**src/rtl/prod_pkg.sv**
```systemverilog
// Shared constants and FSM state type for the product stock counter and the LED stage.
package prod_pkg;

    localparam int COUNT_W        = 4;
    localparam int MAX_COUNT_DEF  = 9;
    localparam int INIT_COUNT_DEF = 5;

    typedef enum logic [1:0] {
        ST_IDLE     = 2'd0,
        ST_CHECK    = 2'd1,
        ST_DISPENSE = 2'd2
    } state_t;

    // Add one, holding at the ceiling instead of wrapping.
    function automatic logic [COUNT_W-1:0] sat_inc(input logic [COUNT_W-1:0] v,
                                                   input logic [COUNT_W-1:0] ceil);
        return (v >= ceil) ? ceil : v + 1'b1;
    endfunction

endpackage

```
**src/rtl/prod_stock_regfile.sv**
```systemverilog
// Per-product 4-bit stock array: saturating increment, guarded decrement, fill-all and one read port.
module prod_stock_regfile
    import prod_pkg::*;
#(
    parameter int NUM_PROD   = 4,
    parameter int SEL_W      = 2,
    parameter int MAX_COUNT  = MAX_COUNT_DEF,
    parameter int INIT_COUNT = INIT_COUNT_DEF
) (
    input  logic               clk,
    input  logic               rst,
    input  logic               i_inc_en,
    input  logic [SEL_W-1:0]   i_inc_idx,
    input  logic               i_dec_en,
    input  logic [SEL_W-1:0]   i_dec_idx,
    input  logic               i_fill_en,
    input  logic [SEL_W-1:0]   i_rd_idx,
    output logic [COUNT_W-1:0] o_rd_data
);

    localparam logic [COUNT_W-1:0] MAX_C  = COUNT_W'(MAX_COUNT);
    localparam logic [COUNT_W-1:0] INIT_C = COUNT_W'(INIT_COUNT);

    logic [COUNT_W-1:0] r_count [NUM_PROD];

    // Indices outside 0..NUM_PROD-1 match no entry, so they never modify state.
    always_ff @(posedge clk or posedge rst) begin
        if (rst) begin
            for (int i = 0; i < NUM_PROD; i++) r_count[i] <= INIT_C;
        end else if (i_fill_en) begin
            for (int i = 0; i < NUM_PROD; i++) r_count[i] <= MAX_C;
        end else begin
            for (int i = 0; i < NUM_PROD; i++) begin
                if (i_dec_en && (i_dec_idx == SEL_W'(i)) && (r_count[i] != '0))
                    r_count[i] <= r_count[i] - 1'b1;
                else if (i_inc_en && (i_inc_idx == SEL_W'(i)))
                    r_count[i] <= sat_inc(r_count[i], MAX_C);
            end
        end
    end

    // An invalid index reads as zero, which the top treats as sold out.
    always_comb begin
        o_rd_data = '0;
        for (int i = 0; i < NUM_PROD; i++)
            if (i_rd_idx == SEL_W'(i)) o_rd_data = r_count[i];
    end

endmodule

```
**src/rtl/prod_stock_counter.sv**
```systemverilog
// Vending-machine stock tracker: buy/restock FSM, dispense timer and registered display path.
// Optional macro PROD_RESTOCK_ALL_EN adds the restock_all input (fill every product to MAX_COUNT).
module prod_stock_counter
    import prod_pkg::*;
#(
    parameter int NUM_PROD    = 4,
    parameter int SEL_W       = 2,
    parameter int MAX_COUNT   = MAX_COUNT_DEF,
    parameter int INIT_COUNT  = INIT_COUNT_DEF,
    parameter int DISP_CYCLES = 4
) (
    input  logic               clk,
    input  logic               rst,
    input  logic [SEL_W-1:0]   prod_sel,
    input  logic               buy_req,
    input  logic               restock_req,
`ifdef PROD_RESTOCK_ALL_EN
    input  logic               restock_all,
`endif
    output logic [COUNT_W-1:0] prod_count_current,
    output logic               sold_out,
    output logic               busy,
    output logic               buy_ack,
    output logic               buy_nack,
    output logic               dispense,
    output logic [1:0]         dbg_state
);

    localparam int TMR_W = $clog2(DISP_CYCLES + 1);

    state_t             r_state;
    logic [SEL_W-1:0]   r_sel_q;
    logic [TMR_W-1:0]   r_timer;
    logic               r_busy;
    logic               r_ack;
    logic               r_nack;
    logic               r_dispense;
    logic [COUNT_W-1:0] r_disp_count;
    logic               r_sold_out;

    logic [COUNT_W-1:0] w_rd_count;
    logic               w_idle;
    logic               w_fill;
    logic               w_inc;
    logic               w_dec;

    assign w_idle = (r_state == ST_IDLE);
`ifdef PROD_RESTOCK_ALL_EN
    assign w_fill = w_idle && !buy_req && restock_all;
`else
    assign w_fill = 1'b0;
`endif
    assign w_inc  = w_idle && !buy_req && !w_fill && restock_req;
    assign w_dec  = (r_state == ST_CHECK) && r_ack;

    prod_stock_regfile #(
        .NUM_PROD   (NUM_PROD),
        .SEL_W      (SEL_W),
        .MAX_COUNT  (MAX_COUNT),
        .INIT_COUNT (INIT_COUNT)
    ) u_regfile (
        .clk       (clk),
        .rst       (rst),
        .i_inc_en  (w_inc),
        .i_inc_idx (prod_sel),
        .i_dec_en  (w_dec),
        .i_dec_idx (r_sel_q),
        .i_fill_en (w_fill),
        .i_rd_idx  (prod_sel),
        .o_rd_data (w_rd_count)
    );

    // The ack/nack decision is registered on entry to CHECK so the pulse is visible
    // during CHECK; nothing can change count[sel_q] in between, and the
    // decrement itself is applied at the end of CHECK.
    always_ff @(posedge clk or posedge rst) begin
        if (rst) begin
            r_state    <= ST_IDLE;
            r_sel_q    <= '0;
            r_timer    <= '0;
            r_busy     <= 1'b0;
            r_ack      <= 1'b0;
            r_nack     <= 1'b0;
            r_dispense <= 1'b0;
        end else begin
            r_ack  <= 1'b0;
            r_nack <= 1'b0;
            case (r_state)
                ST_IDLE: begin
                    if (buy_req) begin
                        r_sel_q <= prod_sel;
                        r_state <= ST_CHECK;
                        r_busy  <= 1'b1;
                        if (w_rd_count != '0) r_ack  <= 1'b1;
                        else                  r_nack <= 1'b1;
                    end
                end
                ST_CHECK: begin
                    if (r_ack) begin
                        r_timer    <= TMR_W'(DISP_CYCLES);
                        r_dispense <= 1'b1;
                        r_state    <= ST_DISPENSE;
                    end else begin
                        r_busy  <= 1'b0;
                        r_state <= ST_IDLE;
                    end
                end
                ST_DISPENSE: begin
                    if (r_timer == TMR_W'(1)) begin
                        r_timer    <= '0;
                        r_dispense <= 1'b0;
                        r_busy     <= 1'b0;
                        r_state    <= ST_IDLE;
                    end else begin
                        r_timer <= r_timer - 1'b1;
                    end
                end
                default: begin
                    r_timer    <= '0;
                    r_dispense <= 1'b0;
                    r_busy     <= 1'b0;
                    r_state    <= ST_IDLE;
                end
            endcase
        end
    end

    always_ff @(posedge clk or posedge rst) begin
        if (rst) begin
            r_disp_count <= '0;
            r_sold_out   <= 1'b1;
        end else begin
            r_disp_count <= w_rd_count;
            r_sold_out   <= (w_rd_count == '0);
        end
    end

    assign prod_count_current = r_disp_count;
    assign sold_out           = r_sold_out;
    assign busy               = r_busy;
    assign buy_ack            = r_ack;
    assign buy_nack           = r_nack;
    assign dispense           = r_dispense;
    assign dbg_state          = r_state;

endmodule
```
**config.mk**
```make
export PLATFORM = sky130hd
export DESIGN_NAME = prod_stock_counter
export DESIGN_NICKNAME = d
export VERILOG_FILES = /design/src/rtl/prod_pkg.sv /design/src/rtl/prod_stock_regfile.sv /design/src/rtl/prod_stock_counter.sv
export SDC_FILE = /design/constraint.sdc
export NUM_CORES = 1
export LEC_CHECK = 0
export CORE_ASPECT_RATIO = 0.75
export CORE_MARGIN = 2
export CORE_UTILIZATION = 50
export CTS_BUF_LIST = sky130_fd_sc_hd__clkbuf_4 sky130_fd_sc_hd__clkbuf_8
export DETAILED_ROUTE_END_ITERATION = 8
export GPL_TIMING_DRIVEN = 0
export PLACE_DENSITY_LB_ADDON = 0.2
export REMOVE_ABC_BUFFERS = 1
export SYNTH_ARGS = -nofsm -noshare
export SYNTH_HDL_FRONTEND = slang
export SYNTH_SLANG_ARGS = --single-unit
```
**constraint.sdc**
```tcl
create_clock -name clk -period 1.8 [get_ports clk]
set_clock_uncertainty 0.15 [all_clocks]
set_input_delay 0.18 -clock clk [delete_from_list [all_inputs] [get_ports clk]]
set_output_delay 0.18 -clock clk [all_outputs]
set_load 0.01 [all_outputs]
```
# Word level (Yosys, flattened, before mapping)
# Cells that the tools add are included.
[classes]
n_reduce_logical = 34
n_mux = 35
eq_ne = 13
add_sub_neg = 9
order_cmp = 4
bitwise = 1
[ops]
columns = ["op", "n"]
rows = [
  ["$mux W4", 16],
  ["$reduce_bool A4 Y1", 5],
  ["$add A4 B1 Y4 const B", 4],
  ["$ge A4 B4 Y1 const B", 4],
  ["$sub A4 B1 Y4 const B", 4],
  ["$logic_and A1 B1 Y1", 15],
  ["$eq A2 B2 Y1 const B", 5],
  ["$mux W1", 10],
  ["$pmux W3 S3", 1],
  ["$ne A2 B2 Y1 const B", 4],
  ["$reduce_bool A2 Y1", 4],
  ["$eq A2 B1 Y1 const B", 3],
  ["$logic_not A2 Y1", 3],
  ["$mux W2", 3],
  ["$mux W3", 2],
  ["$pmux W1 S3", 2],
  ["$pmux W2 S3", 1],
  ["$reduce_and A2 Y1", 3],
  ["$reduce_and A3 Y1", 2],
  ["$logic_not A4 Y1", 1],
  ["$eq A3 B1 Y1 const B", 1],
  ["$sub A3 B1 Y3 const B", 1],
  ["$logic_not A1 Y1", 1],
  ["$not A1 Y1", 1],
]
[word_totals]
ff_bits = 32

# Logic depth before layout (Yosys ltp)
# Gate-level depths: netlist of the first run.
[logic_depth]
depth_word = 9
depth_mapped = 7
mapped_depth_nobuf = 6

# Modules after synthesis
# A second synthesis of the first run with hierarchy kept.
[hier_totals]
cells_unflattened = 214
hier_area_um2 = 2175.8
[by_module_without_submodules]
columns = ["mod", "area_each_um2", "instances", "cells_per_inst", "seq_area_each_um2"]
rows = [
  ["prod_stock_regfile", 1431.4, 1, 154, 410.4],
  ["prod_stock_counter", 744.5, 1, 60, 401.6],
]

# Worst setup path before layout of the first run
# OpenSTA, ideal clock, no wires.
[synth_path]
kind = "reg-to-reg"
start = "register r_state[1] (netlist: dbg_state[1])"
end = "register u_regfile.r_count[11] (netlist name)"
setup_time_ns = 0.118
stages_incl_launch_ff = 8
t_arrival_ns = 1.679
synth_period_minus_slack_ns = 1.947
slack_ns = -0.147
n_path_buf = 1
cell_sequence = "dfrtp_1 -> inv_1 -> ha_1 -> buf_2 -> nand4b_1 -> nor3_1 -> mux2_2 -> a21o_1"
[synth_via]
elab_chain_len = 5
elab_cells_between_ends = 10
classes_between = "eq/ne (1); mux (1); reduce/logical (8)"
[synth_lines]
columns = ["element", "line", "rtl"]
rows = [
  ["start, declared", "prod_stock_counter.sv:31", "state_t r_state;"],
  ["start signal, assigned", "prod_stock_counter.sv:78", "r_state <= ST_IDLE;"],
  ["start signal, assigned", "prod_stock_counter.sv:92", "r_state <= ST_CHECK;"],
  ["start signal, assigned", "prod_stock_counter.sv:102", "r_state <= ST_DISPENSE;"],
  ["$eq A2 B1 Y1 or $logic_not A2 Y1 (tied branches)", "prod_stock_counter.sv:54, prod_stock_counter.sv:47", ""],
  ["$logic_and A1 B1 Y1, on equally long branches", "prod_stock_counter.sv:54, prod_stock_counter.sv:53", ""],
  ["$logic_and A1 B1 Y1, on equally long branches", "prod_stock_regfile.sv:34, prod_stock_counter.sv:53", ""],
  ["$logic_and A1 B1 Y1, on equally long branches", "prod_stock_regfile.sv:34, prod_stock_regfile.sv:36", ""],
  ["$mux W4 or $reduce_bool A2 Y1 (tied branches)", "--", ""],
  ["end signal, assigned by index", "prod_stock_regfile.sv:35", "r_count[i] <= r_count[i] - 1'b1;"],
  ["end signal, assigned by index", "prod_stock_regfile.sv:37", "r_count[i] <= sat_inc(r_count[i], MAX_C);"],
  ["end, declared", "prod_stock_regfile.sv:24", "logic [COUNT_W-1:0] r_count [NUM_PROD];"],
]
# Parallel ways exist; a longest one is shown, timed or not.
# A chain may end at the register's enable or synchronous reset.

# Worst setup path in the final report of the first run
[layout_path]
start = "register u_regfile.r_count[9] (netlist name)"
end = "register u_regfile.r_count[8] (netlist name)"
[layout_via]
elab_chain_len = 4
elab_cells_between_ends = 7
classes_between = "order compare (1); mux (3); reduce/logical (3)"
[layout_lines]
columns = ["element", "line", "rtl"]
rows = [
  ["$ge A4 B4 Y1", "prod_pkg.sv:17", "return (v >= ceil) ? ceil : v + 1'b1;"],
  ["$mux W4", "prod_pkg.sv:17", ""],
  ["$mux W4", "prod_stock_regfile.sv:36", "else if (i_inc_en && (i_inc_idx == SEL_W'(i)))"],
  ["$mux W4", "prod_stock_regfile.sv:34", "if (i_dec_en && (i_dec_idx == SEL_W'(i)) && (r_count[i] != '0))"],
]
# Parallel ways exist; a longest one is shown, timed or not. The select of a mux whose other input is x is not followed.

==> results of run 1 <==
-- Yosys cell counts, types with 4 or more instances --
library cell               instances  area share [%]
sky130_fd_sc_hd__dfstp_2           9              11
sky130_fd_sc_hd__ha_1             18              11
sky130_fd_sc_hd__inv_1            21             3.7
sky130_fd_sc_hd__a22oi_1           4             1.4
sky130_fd_sc_hd__nor2_1           14             2.5
sky130_fd_sc_hd__nand3_1           6             1.4
sky130_fd_sc_hd__dfrtp_1          23              27
sky130_fd_sc_hd__mux4_2            4             4.2
sky130_fd_sc_hd__a21oi_1           7             1.6
sky130_fd_sc_hd__nand3b_1          4             1.4
sky130_fd_sc_hd__o21ai_0          12             2.8
sky130_fd_sc_hd__a31oi_1           4             1.2
sky130_fd_sc_hd__mux2_2            4             2.1
sky130_fd_sc_hd__nand2b_1          5             1.5
sky130_fd_sc_hd__o31a_1            5             2.1
sky130_fd_sc_hd__nand2_1          15             2.6
-- registers in the layout (all words and copies together) (netlist names) --
register	cells
u_regfile.r_count	16
prod_count_current	4
r_timer	3
dbg_state	2
r_sel_q	2
busy	1
buy_ack	1
buy_nack	1
dispense	1
sold_out	1
-- final cells by class --
class	instances	area share [%]
multi-input combinational	157	48.8
inverter	21	2.80
sequential	32	29.2
timing repair buffer	44	13.9
clock buffer	6	2.71
tap	55	2.45
clock inverter	1	0.178
-- worst max-delay path: stages (launching register included) --
cell and delay, ns:
sky130_fd_sc_hd__dfrtp_2 0.42, sky130_fd_sc_hd__inv_2 0.08, sky130_fd_sc_hd__ha_4 0.13, sky130_fd_sc_hd__or3b_4 0.38, sky130_fd_sc_hd__a211oi_4 0.29, sky130_fd_sc_hd__buf_4 0.16
sky130_fd_sc_hd__o21ai_2 0.04, sky130_fd_sc_hd__o31a_1 0.10
-- worst max path at each step --
stage	slack (ns)	startpoint	endpoint
detailed placement	-0.47	prod_sel[1]	buy_nack$_DFF_PP0_
floorplan	-0.15	dbg_state[1]$_DFFE_PP0P_	u_regfile.r_count[11]$_DFFE_PP0P_
global route	-0.11	u_regfile.r_count[9]$_DFFE_PP0P_	u_regfile.r_count[8]$_DFFE_PP1P_
global placement	-0.42	prod_sel[1]	buy_nack$_DFF_PP0_
CTS	-0.01	dbg_state[1]$_DFFE_PP0P_	u_regfile.r_count[11]$_DFFE_PP0P_
finish	-0.05	u_regfile.r_count[9]$_DFFE_PP0P_	u_regfile.r_count[8]$_DFFE_PP1P_
-- cell usage in the layout, fill, tap and decap left out, types with 3 or more instances in the layout --
master,Yosys,layout
sky130_fd_sc_hd__o31a_1,5,5
sky130_fd_sc_hd__dfrtp_1,23,16
sky130_fd_sc_hd__clkdlybuf4s50_1,0,14
sky130_fd_sc_hd__dfrtp_2,0,7
sky130_fd_sc_hd__dfstp_2,9,9
sky130_fd_sc_hd__inv_2,0,4
sky130_fd_sc_hd__o221ai_1,3,3
sky130_fd_sc_hd__buf_4,0,25
sky130_fd_sc_hd__inv_1,21,16
sky130_fd_sc_hd__a21oi_1,7,5
sky130_fd_sc_hd__mux2_2,4,3
sky130_fd_sc_hd__nor2_1,14,11
sky130_fd_sc_hd__ha_4,0,3
sky130_fd_sc_hd__o21a_1,3,3
sky130_fd_sc_hd__a22oi_1,4,4
sky130_fd_sc_hd__nand3b_1,4,4
sky130_fd_sc_hd__nand2_1,15,14
sky130_fd_sc_hd__a31oi_1,4,4
sky130_fd_sc_hd__nand2b_1,5,4
sky130_fd_sc_hd__ha_1,18,13
sky130_fd_sc_hd__nor2_4,0,3
sky130_fd_sc_hd__nand3_1,6,6
sky130_fd_sc_hd__o21ai_1,3,4
sky130_fd_sc_hd__mux4_2,4,4
sky130_fd_sc_hd__o21ai_0,12,9
sky130_fd_sc_hd__nand4b_1,3,3
sky130_fd_sc_hd__nor3b_1,3,3
sky130_fd_sc_hd__clkbuf_8,0,5
-- power groups by stage --
stage | combinational [mW] | clock (mW) | sequential, mW
after detailed placement | 1.60 | 0 | 1.42
after CTS | 1.81 | 0.550 | 1.43
after floorplan | 1.13 | 0 | 1.35
final | 2.27 | 0.542 | 1.42
after global routing | 2.48 | 0.580 | 1.47
after global placement | 1.56 | 0 | 1.42
-- metrics by stage --
step           worst slack (ns)  instances
5_1_grt                  -0.111        316
6_report                -0.0493        316
2_1_floorplan            -0.152        210
3_5_place_dp             -0.472        281
3_3_place_gp             -0.423        281
4_1_cts                 -0.0126        294
-- routing by layer --
layer / vias up / wire [um]
li1: 885 / -
met3: 7 / 251
met1: 888 / 2500
met5: - / 0
met2: 57 / 2240
met4: 0 / 60
-- repair_timing --
action / 4_1_cts / 5_1_grt
pin swaps: 2 / 10
setup endpoints to repair: 21 / 20
hold buffers: 0 / 0
buffers inserted: 6 / 21
gates resized for setup: 22 / 30
-- cell families (layout without fill, tap and decap cells) --
logic type	count (synthesis)	in the layout	synth area share, %
AND/OR/NAND/NOR	66	66	18.1
buffers and inverters	26	72	5.05
adder cells (fa/ha/maj)	18	18	10.6
flip-flops	32	32	38.1
XOR/XNOR	1	1	0.411
multiplexers	12	12	8.34
AO/OA/AOI/OAI	60	60	19.4
==> reports/qor.tcl, run 1 <==
set qor(initial_utilization_pct) 52.2
set qor(wire_length_of_the_first_global_routing_pass_um) 7940
set qor(clock_edge_transition_at_the_registers_on_the_reported_setup_and_hold_paths_ns) 0.07
set qor(syn_area_per_cell_um2) 9.91
set qor(slew_headroom_pct) 63.4
set qor(max-clock-path-buffers) 2
set qor(grt_max_degree) 33
set qor(route.final.wire_length_um) 5050
set qor(area_after_detailed_placement_um2) 2330
set qor(internal_power_mw) 2.51
set qor(critPathCaptureType) {flip-flop}
set qor(design_area_um2) 2810
set qor(max_cap_viol_count) 0
set qor(worstSetupPathType) {reg -> reg}
set qor(drive_gt1_share_pct) 34.1
set qor(multi_input_comb_area_um2) 1370
set qor(initial_antenna_violation_count) 0
set qor(slew_violations) 0
set qor(residual_drc) 0
set qor(final_core_utilization_pct) 69.0
set qor(groute.layer.met1.usage_pct) 33.1
set qor(setup_tns_ns) -0.0493
set qor(tightestPinTransition_ns) 0.546
set qor(fillers) 305
set qor(timing.final.hold_violations) 0
set qor(met3_usage_pct) 4.61
set qor(design.die.area_um2) 4810
set qor(synth_area_um2) 2130
set qor(holdCritPathClass) {in -> async}
set qor(final_hold_slack_ns) 0.0235
set qor(layout_worst_path_cycle_share_pct) 103
set qor(grt_setup_unrepaired) {yes}
set qor(power_frac_clock_pct) 12.8
set qor(drt_first_iter_violations) 127
set qor(antenna_left) 0
set qor(placeableCoreArea_um2) 4080
set qor(failed_checks) {negative setup slack}
set qor(run_status) {complete, but fails checks}
set qor(setup_viol_count_final) 1
set qor(clock_sink_count) 32
set qor(number_of_primary_i_o_pins) 17
set qor(peakVddDrop_v) 0.000812
set qor(synthesis.yosys.warnings) 0
set qor(busiest_layer) {met1}
set qor(first_global_vias) 1599
set qor(globalRouteOverflowTotal) 0
set qor(clock_tree_root_buffer_cell) {sky130_fd_sc_hd__clkbuf_8}
set qor(ys.flop_type) {sky130_fd_sc_hd__dfrtp_1}
set qor(r2r_start) {u_regfile.r_count[9]$_DFFE_PP0P_}
set qor(power.share.switching_pct) 40.7
set qor(wire_per_inst_um) 16.0
set qor(detailed_place_hpwl_um) 3200
set qor(power_density_nw_per_um2) 1500
set qor(diodes) 0
set qor(grt_use_met2_pct) 30.8
set qor(globalRouteTotalUtil_pct) 21.7
set qor(worstPathRequired_ns) 1.86
set qor(cp.arrival_ns) 1.91
set qor(core.rowCount) 20
set qor(power.total_mw) 4.23
set qor(area_growth_from_synthesis_to_layout_pct) 32.1
set qor(firstDrtPassIters) 5
set qor(async_flop_share_pct) 100
set qor(cell_count_after_synthesis) 215
set qor(nNetsFinal) 285
set qor(fmax_mhz) 541
set qor(port_buffers) 16
set qor(register_area_um2) 821
set qor(routed_via_density) 5.81
set qor(power.combinational.fraction_pct) 53.6
set qor(clk_latency_ns) 0.29
set qor(timing.critical_path.fanout_max) 3
set qor(synth.yosys.seq_area_share_pct) 38.1
set qor(power.switching_mw) 1.72
set qor(synth_cell_types) 58
set qor(via_count) 1837
set qor(timing.final.crit_period_ns) 1.85
set qor(synth_seq_cells) 32
set qor(setup.reg_to_reg.worst_slack_ns) -0.05
set qor(synth_edf_count) 0
set qor(regToRegEndpoint) {u_regfile.r_count[8]$_DFFE_PP1P_}
set qor(gp_congestion) 0.759
set qor(cellLeakagePower_nw) 1.13
set qor(rr_worst_depth) 7
set qor(cts_buffer_count) 5
set qor(die_height_um) 60.5
set qor(setup_ws_ns) -0.0493
set qor(htree_levels) 2
set qor(power.share.sequential_pct) 33.6
set qor(cts_tree) {built}
set qor(die_w_um) 79.4
set qor(setup.worst_path.start_class) {flip-flop}
(Power assumes the default switching activity.)
==> run 2, diff against run 1 <==
--- a/config.mk
+++ b/config.mk
@@ -7,8 +7,9 @@
 export LEC_CHECK = 0
 export CORE_ASPECT_RATIO = 0.75
 export CORE_MARGIN = 2
-export CORE_UTILIZATION = 50
+export CORE_UTILIZATION = 40
 export CTS_BUF_LIST = sky130_fd_sc_hd__clkbuf_4 sky130_fd_sc_hd__clkbuf_8
+export CTS_CLUSTER_SIZE = 30
 export DETAILED_ROUTE_END_ITERATION = 8
 export GPL_TIMING_DRIVEN = 0
 export PLACE_DENSITY_LB_ADDON = 0.2
==> reports/qor.tcl, run 2 (synthesized netlist as in run 1, its figures left out) <==
set qor(initial_utilization_pct) 42.5 ;# -9.7 points
set qor(detailed_place_hpwl_um) 3180 ;# -0.80%
set qor(timing.critical_path.fanout_max) 6 ;# +3
set qor(slew_headroom_pct) 58.1 ;# -5.3 points
set qor(routed_via_density) 5.49 ;# -5.6%
set qor(setup_tns_ns) -0.272 ;# -0.223 ns
set qor(failed_checks) {negative setup slack}
set qor(residual_drc) 0 ;# unchanged
set qor(worstSetupPathType) {reg -> reg}
set qor(area_after_detailed_placement_um2) 2350 ;# +0.91%
set qor(cts_tree) {built}
set qor(power.total_mw) 4.21 ;# -0.44%
set qor(design_area_um2) 2800 ;# -0.62%
set qor(port_buffers) 16 ;# unchanged
set qor(holdCritPathClass) {in -> async}
set qor(wire_per_inst_um) 14.9 ;# -6.8%
set qor(htree_levels) 2 ;# unchanged
set qor(peakVddDrop_v) 0.000942 ;# +16%
set qor(clock_tree_root_buffer_cell) {sky130_fd_sc_hd__clkbuf_8}
set qor(cts-hold-fix-buffers) 0 ;# unchanged
set qor(largest-register) {u_regfile.r_count}
set qor(diodes) 0 ;# unchanged
set qor(final_hold_slack_ns) 0.0564 ;# +0.0329 ns
set qor(crit_path_top_delay_cell) {sky130_fd_sc_hd__dfrtp_1}
set qor(design.die.area_um2) 5930 ;# +23%
set qor(area_growth_from_synthesis_to_layout_pct) 31.2
set qor(tightestPinTransition_ns) 0.624 ;# +0.0790 ns
set qor(setup_ws_ns) -0.0672 ;# -0.0179 ns
set qor(grt_max_degree) 33 ;# unchanged
set qor(gp_congestion) 0.829 ;# +9.2%
set qor(antenna_left) 0 ;# unchanged
set qor(die_w_um) 88.3 ;# +11%
set qor(timing.critical_path.cells) {inv_2 > ha_4 > nand4b_1 > nor3_2 > mux2_2 > a21o_1}
set qor(nNetsFinal) 274 ;# -3.9%
set qor(clock_edge_transition_at_the_registers_on_the_reported_setup_and_hold_paths_ns) 0.07 ;# about the same
set qor(largest_register_ff_count) 16 ;# unchanged
set qor(core.rowCount) 22 ;# +10%
set qor(route.final.wire_length_um) 4810 ;# -4.7%
set qor(most-common-layout-cells) {20 x sky130_fd_sc_hd__dfrtp_1, 18 x sky130_fd_sc_hd__inv_1, 15 x sky130_fd_sc_hd__nand2_1}
set qor(setup_viol_count_final) 6 ;# +5
set qor(run_status) {complete, but fails checks}
set qor(timing.final.crit_period_ns) 1.87 ;# +0.0179 ns
set qor(delay_contributed_by_the_slowest_stage_of_the_critical_path_ns) 0.41 ;# about the same
set qor(wire_length_of_the_first_global_routing_pass_um) 7800 ;# -1.7%
set qor(worstPathRequired_ns) 1.82 ;# -0.04 ns
set qor(power_density_nw_per_um2) 1510 ;# +0.18%
set qor(placeableCoreArea_um2) 5010 ;# +23%
set qor(timing.final.hold_violations) 0 ;# unchanged
set qor(clk_latency_ns) 0.29 ;# about the same
set qor(drt_first_iter_violations) 76 ;# -40%
set qor(cts_buffer_count) 5 ;# unchanged
set qor(globalRouteOverflowTotal) 0 ;# unchanged
set qor(rr_worst_depth) 6 ;# -1
set qor(die_height_um) 67.2 ;# +11%
set qor(final_common_cell) {sky130_fd_sc_hd__dfrtp_1}
set qor(drive_gt1_share_pct) 29.5 ;# -4.6 points
set qor(fmax_mhz) 536 ;# -0.96%
set qor(cp.arrival_ns) 1.89 ;# -0.02 ns
set qor(globalRouteTotalUtil_pct) 17.0 ;# -4.6 points
set qor(first_global_vias) 1574 ;# -1.6%
set qor(firstDrtPassIters) 4 ;# -1
set qor(critPathCaptureType) {flip-flop}
set qor(clock_sink_count) 32 ;# unchanged
set qor(grt_setup_unrepaired) {yes}
set qor(slew_violations) 0 ;# unchanged
set qor(via_count) 1773 ;# -3.5%
set qor(max-clock-path-buffers) 2 ;# unchanged
set qor(final_core_utilization_pct) 55.8 ;# -13 points
set qor(cellLeakagePower_nw) 1.10 ;# -2.9%
set qor(max_cap_viol_count) 0 ;# unchanged
set qor(number_of_primary_i_o_pins) 17 ;# unchanged
set qor(setup.worst_path.start_class) {flip-flop}
set qor(layout_worst_path_cycle_share_pct) 104 ;# +0.99 points
set qor(initial_antenna_violation_count) 0 ;# unchanged
==> run 2: final cells by class <==
cell class / count / area (um2)
inverter: 21 / 78.8
clock inverter: 1 / 7.51
tap: 72 / 90.1
clock buffer: 7 / 90.1
sequential: 32 / 816
timing repair buffer: 33 / 334
multi-input combinational: 157 / 1380
fill: 439 / 2210
==> run 2: worst paths after layout <==
path / to / slack [ns] / startpoint
worst min-delay path: u_regfile.r_count[15]$_DFFE_PP0P_ / 0.06 / rst
worst max register to register: u_regfile.r_count[11]$_DFFE_PP0P_ / -0.07 / dbg_state[1]$_DFFE_PP0P_
worst min register to register: dispense$_DFFE_PP0P_ / 0.36 / dispense$_DFFE_PP0P_
max in group asynchronous: u_regfile.r_count[0]$_DFFE_PP1P_ / 0.90 / rst
min in group clk: dispense$_DFFE_PP0P_ / 0.36 / dispense$_DFFE_PP0P_
worst max-delay path: u_regfile.r_count[11]$_DFFE_PP0P_ / -0.07 / dbg_state[1]$_DFFE_PP0P_
==> run 2: timing repair <==
action                                  4_1_cts  5_1_grt
endpoints found under the setup margin       21       21
pin swaps                                     3       10
buffers inserted                              7        9
resized for setup                            18       29
==> run 2: stage by stage <==
stage / cells / setup WS, ns
3_3_place_gp: 298 / -0.438
4_1_cts: 313 / -0.0688
5_1_grt: 323 / -0.163
6_report: 323 / -0.0672
2_1_floorplan: 210 / -0.152
3_5_place_dp: 298 / -0.449
==> run 2: critical path, delay by kind of cell (launching register included) <==
kind	cells	cell delay [ns]
AOI/OAI and AO/OA	1	0.15
buffers and inverters	1	0.11
adders and majority gates	1	0.20
muxes	1	0.35
and+or+nand+nor	2	0.39
DFF	1	0.41
==> run 2: power by group <==
group          switching, mW  internal (mW)  total [mW]
clock network          0.274          0.326       0.599
registers              0.395           1.05        1.44
logic                   1.02           1.15        2.17
total                   1.69           2.52        4.21
==> run 2: layer usage <==
metal / vias to the layer above / global-route usage (%) / wire length, um
li1: 861 / - / -
met1: 871 / 25.5 / 2480
met2: 36 / 24.1 / 2110
met3: 5 / 4.16 / 189
met4: 0 / 5.49 / 30
met5: - / 0 / 0
==> run 3, diff against run 2 <==
--- a/config.mk
+++ b/config.mk
@@ -5,6 +5,7 @@
 export SDC_FILE = /design/constraint.sdc
 export NUM_CORES = 1
 export LEC_CHECK = 0
+export CAP_MARGIN = 20
 export CORE_ASPECT_RATIO = 0.75
 export CORE_MARGIN = 2
 export CORE_UTILIZATION = 40
@@ -16,4 +17,5 @@
 export REMOVE_ABC_BUFFERS = 1
 export SYNTH_ARGS = -nofsm -noshare
 export SYNTH_HDL_FRONTEND = slang
+export SYNTH_HIERARCHICAL = 1
 export SYNTH_SLANG_ARGS = --single-unit
==> reports/qor.tcl, run 3 <==
set qor(run_status) {complete, but fails checks}
set qor(failed_checks) {negative setup slack}
set qor(placeableCoreArea_um2) 5300 ;# +5.7%
set qor(largest_family_of_logic_cells_by_synthesized_area) {compound AO/OA/AOI/OAI gates}
set qor(share_of_the_synthesized_area_in_compound_gates_ao_oa_aoi_oai_pct) 21.3 ;# +1.8 points
set qor(synth_cell_types) 63 ;# +8.6%
set qor(wire_per_inst_um) 15.7 ;# +5.5%
set qor(slew_violations) 0 ;# unchanged
set qor(core.rowCount) 23 ;# +4.5%
set qor(design.die.area_um2) 6050 ;# +2.0%
set qor(cts-hold-fix-buffers) 0 ;# unchanged
set qor(delay_contributed_by_the_slowest_stage_of_the_critical_path_ns) 0.45 ;# +0.04 ns
set qor(synth_area_um2) 2180 ;# +2.1%
set qor(die_w_um) 89.2 ;# +1.0%
set qor(syn_area_per_cell_um2) 10.2 ;# +2.6%
set qor(design_area_um2) 3040 ;# +8.8%
set qor(holdCritPathClass) {in -> async}
set qor(globalRouteOverflowTotal) 0 ;# unchanged
set qor(preCtsSetupSlack_ns) -0.592 ;# -0.143 ns
set qor(max-clock-path-buffers) 2 ;# unchanged
set qor(ys_top_cells_by_area) {sky130_fd_sc_hd__dfrtp_1 26%, sky130_fd_sc_hd__dfstp_2 11%, sky130_fd_sc_hd__ha_1 9.8%}
set qor(worstSetupPathType) {reg -> reg}
set qor(power_density_nw_per_um2) 1060 ;# -30%
set qor(via_count) 1807 ;# +1.9%
set qor(area_growth_from_synthesis_to_layout_pct) 39.8
set qor(tightestPinTransition_ns) 0.703 ;# +0.0789 ns
set qor(synth_top_area_share_pct) 26.5 ;# -0.56 points
set qor(clk_latency_ns) 0.30 ;# about the same
set qor(yosys-mux-area-fraction_pct) 7.71 ;# -0.63 points
set qor(cp.arrival_ns) 2.14 ;# +0.25 ns
set qor(synth.yosys.seq_area_share_pct) 37.3 ;# -0.79 points
set qor(grt_use_met2_pct) 26.5 ;# +2.4 points
set qor(power.total_mw) 3.22 ;# -24%
set qor(post_synth_and_or_nand_nor_area_fraction_pct) 18.9 ;# +0.78 points
set qor(synthAdderAreaFrac_pct) 9.78 ;# -0.79 points
set qor(nNetsFinal) 288 ;# +5.1%
set qor(setup.worst_path.start_class) {flip-flop}
set qor(port_buffers) 16 ;# unchanged
set qor(route.final.wire_length_um) 5360 ;# +11%
set qor(area_after_detailed_placement_um2) 2430 ;# +3.3%
set qor(yosys.area_share.xor_xnor_pct) 0.403 ;# -0.0085 points
set qor(gp_congestion) 0.825 ;# -0.42%
set qor(routed_via_density) 5.30 ;# -3.5%
set qor(busiest_layer) {met1}
set qor(timing.final.hold_violations) 0 ;# unchanged
set qor(largest_register_ff_count) 16 ;# unchanged
set qor(layout.cells.non_filler) 341 ;# +5.6%
set qor(synth_edf_count) 0 ;# unchanged
set qor(setup_ws_ns) -0.262 ;# -0.194 ns
set qor(peakVddDrop_v) 0.000408 ;# -57%
set qor(synth_common_cells) {23 x sky130_fd_sc_hd__dfrtp_1, 21 x sky130_fd_sc_hd__inv_1, 17 x sky130_fd_sc_hd__ha_1, 11 x sky130_fd_sc_hd__nand2_1}
set qor(register_area_um2) 813 ;# -0.31%
set qor(layout_worst_path_cycle_share_pct) 115 ;# +11 points
set qor(detailed_place_hpwl_um) 3320 ;# +4.5%
set qor(crit_path_top_delay_cell) {sky130_fd_sc_hd__or3b_4}
set qor(cp_top_family) {simple AND/OR/NAND/NOR gates}
set qor(die_height_um) 67.9 ;# +0.98%
set qor(grt_setup_unrepaired) {yes}
set qor(worstPathRequired_ns) 1.88 ;# +0.06 ns
set qor(most-common-layout-cells) {22 x sky130_fd_sc_hd__dfrtp_1, 22 x sky130_fd_sc_hd__buf_4, 19 x sky130_fd_sc_hd__inv_1}
set qor(cellLeakagePower_nw) 1.29 ;# +18%
set qor(timing.critical_path.cells) {inv_2 > ha_4 > and2_4 > or3b_4 > nor2_8 > nor3_4 > a21o_1 > a22o_1}
set qor(setup_viol_count_final) 16 ;# +10
set qor(firstDrtPassIters) 4 ;# unchanged
set qor(cts_tree) {built}
set qor(residual_drc) 0 ;# unchanged
set qor(number_of_primary_i_o_pins) 17 ;# unchanged
set qor(clock_edge_transition_at_the_registers_on_the_reported_setup_and_hold_paths_ns) 0.07 ;# about the same
set qor(first_global_vias) 1754 ;# +11%
set qor(initial_utilization_pct) 41.1 ;# -1.4 points
set qor(clock_tree_root_buffer_cell) {sky130_fd_sc_hd__clkbuf_8}
set qor(globalRouteTotalUtil_pct) 18.9 ;# +1.9 points
set qor(fmax_mhz) 485 ;# -9.4%
set qor(clock_sink_count) 32 ;# unchanged
set qor(slew_headroom_pct) 53.1 ;# -5.1 points
set qor(antenna_left) 0 ;# unchanged
set qor(drive_gt1_share_pct) 39.8 ;# +10 points
set qor(dpl.cell_count) 306 ;# +2.7%
set qor(fillers) 481 ;# +9.6%
set qor(multi_input_comb_area_um2) 1560 ;# +13%
set qor(cts_buffer_count) 5 ;# unchanged
set qor(synth_seq_cells) 32 ;# unchanged
set qor(wire_length_of_the_first_global_routing_pass_um) 8590 ;# +10%
set qor(met3_usage_pct) 4.83 ;# +0.67 points
set qor(critPathCaptureType) {flip-flop}
set qor(max_cap_viol_count) 0 ;# unchanged
set qor(largest-register) {u_regfile/r_count}
set qor(synth_top_cell_by_area) {sky130_fd_sc_hd__dfrtp_1}
set qor(timing.final.crit_period_ns) 2.06 ;# +0.194 ns
set qor(timing.critical_path.fanout_max) 5 ;# -1
set qor(critical_path.n_buffers_inverters) 1 ;# unchanged
set qor(diodes) 0 ;# unchanged
set qor(yosys.cell_count.top_type) {sky130_fd_sc_hd__dfrtp_1}
set qor(htree_levels) 2 ;# unchanged
set qor(synthesis.yosys.warnings) 6 ;# +6
set qor(grt_max_degree) 17 ;# -48%
set qor(initial_antenna_violation_count) 0 ;# unchanged
set qor(ys.flop_type) {sky130_fd_sc_hd__dfrtp_1}
set qor(cell_count_after_synthesis) 214 ;# -0.47%
set qor(drt_first_iter_violations) 95 ;# +25%
set qor(groute.layer.met1.usage_pct) 27.7 ;# +2.1 points
set qor(async_flop_share_pct) 100 ;# unchanged
==> run 3: cell count changes in the layout (fill, tap and decap cells not counted), sizes merged, moves of 3 or more <==
cell,change
buf,+10
nor2,-9
and3,+6
conb,+6
o21ai,-5
o31a,-5
a22o,+4
nand2,-4
nor2b,+4
o31ai,+4
a22oi,-3
==> run 3: where the power goes <==
part / leakage (nW) / internal (mW) / switching, mW
Sequential: 0.371 / 0.872 / 0.182
Combinational: 0.866 / 0.787 / 0.668
Clock: 0.0541 / 0.409 / 0.297
==> run 3: final timing paths <==
| path | from | cells past startpoint | slack (ns) | end |
|---|---|---|---|---|
| setup / recovery | dbg_state[1]$_DFFE_PP0P_ | 8 | -0.26 | u_regfile/r_count[14]$_DFFE_PP1P_ |
| hold / removal | rst | 2 | 0.15 | r_sel_q[1]$_DFFE_PP0P_ |
| setup reg to reg | dbg_state[1]$_DFFE_PP0P_ | 8 | -0.26 | u_regfile/r_count[14]$_DFFE_PP1P_ |
| hold reg to reg | dispense$_DFFE_PP0P_ | 1 | 0.36 | dispense$_DFFE_PP0P_ |
| max in group asynchronous | rst | 2 | 0.86 | u_regfile/r_count[5]$_DFFE_PP0P_ |
| min in group clk | prod_sel[0] | 2 | 0.34 | r_sel_q[0]$_DFFE_PP0P_ |
==> run 3: through the flow <==
step	utilization (%)	hold WS, ns	TNS (ns)
after floorplan	-	-0.0620	-2.68
after global placement	45.9	0.344	-8.12
after detailed placement	45.9	0.351	-8.23
after CTS	53.8	0.171	-2.71
after global routing	57.4	0.216	-4.17
final	57.4	0.148	-2.82
==> run 3: cell families (layout without fill, tap and decap cells) <==
logic type | Yosys count | after routing
AND/OR/NAND/NOR | 63 | 63
AO/OA/AOI/OAI | 64 | 64
multiplexers | 11 | 11
flip-flops | 32 | 32
adder cells (fa/ha/maj) | 17 | 17
XOR/XNOR | 1 | 1
buffers and inverters | 25 | 72
other | 1 | 6
==> run 3: timing repair <==
| item | in CTS | in global routing |
|---|---|---|
| endpoints found under the setup margin | 19 | 17 |
| setup buffers | 15 | 12 |
| gates resized for setup | 47 | 22 |
| pin swaps | 16 | 13 |
| cloned | 0 | 0 |
==> run 3: worst reg2reg max path, stage by stage, from the launching register on <==
cell,delay [ns]
sky130_fd_sc_hd__dfrtp_1,0.41
sky130_fd_sc_hd__inv_2,0.09
sky130_fd_sc_hd__ha_4,0.13
sky130_fd_sc_hd__and2_4,0.16
sky130_fd_sc_hd__or3b_4,0.45
sky130_fd_sc_hd__nor2_8,0.16
sky130_fd_sc_hd__nor3_4,0.09
sky130_fd_sc_hd__a21o_1,0.16
sky130_fd_sc_hd__a22o_1,0.20
==> run 3: metal layers <==
metal | vias up | part of all wire, %
li1 | 896 | -
met1 | 881 | 51
met2 | 23 | 45
met3 | 7 | 2.5
met4 | 0 | 1.4
met5 | - | 0
==> run 3: cell type report <==
class / instances / area share, %
Sequential cell: 32 / 26.7
Clock buffer: 5 / 2.26
Clock inverter: 3 / 1.40
Timing Repair Buffer: 43 / 12.5
Multi-Input combinational cell: 162 / 51.4
Tap cell: 75 / 3.09
Inverter: 21 / 2.59
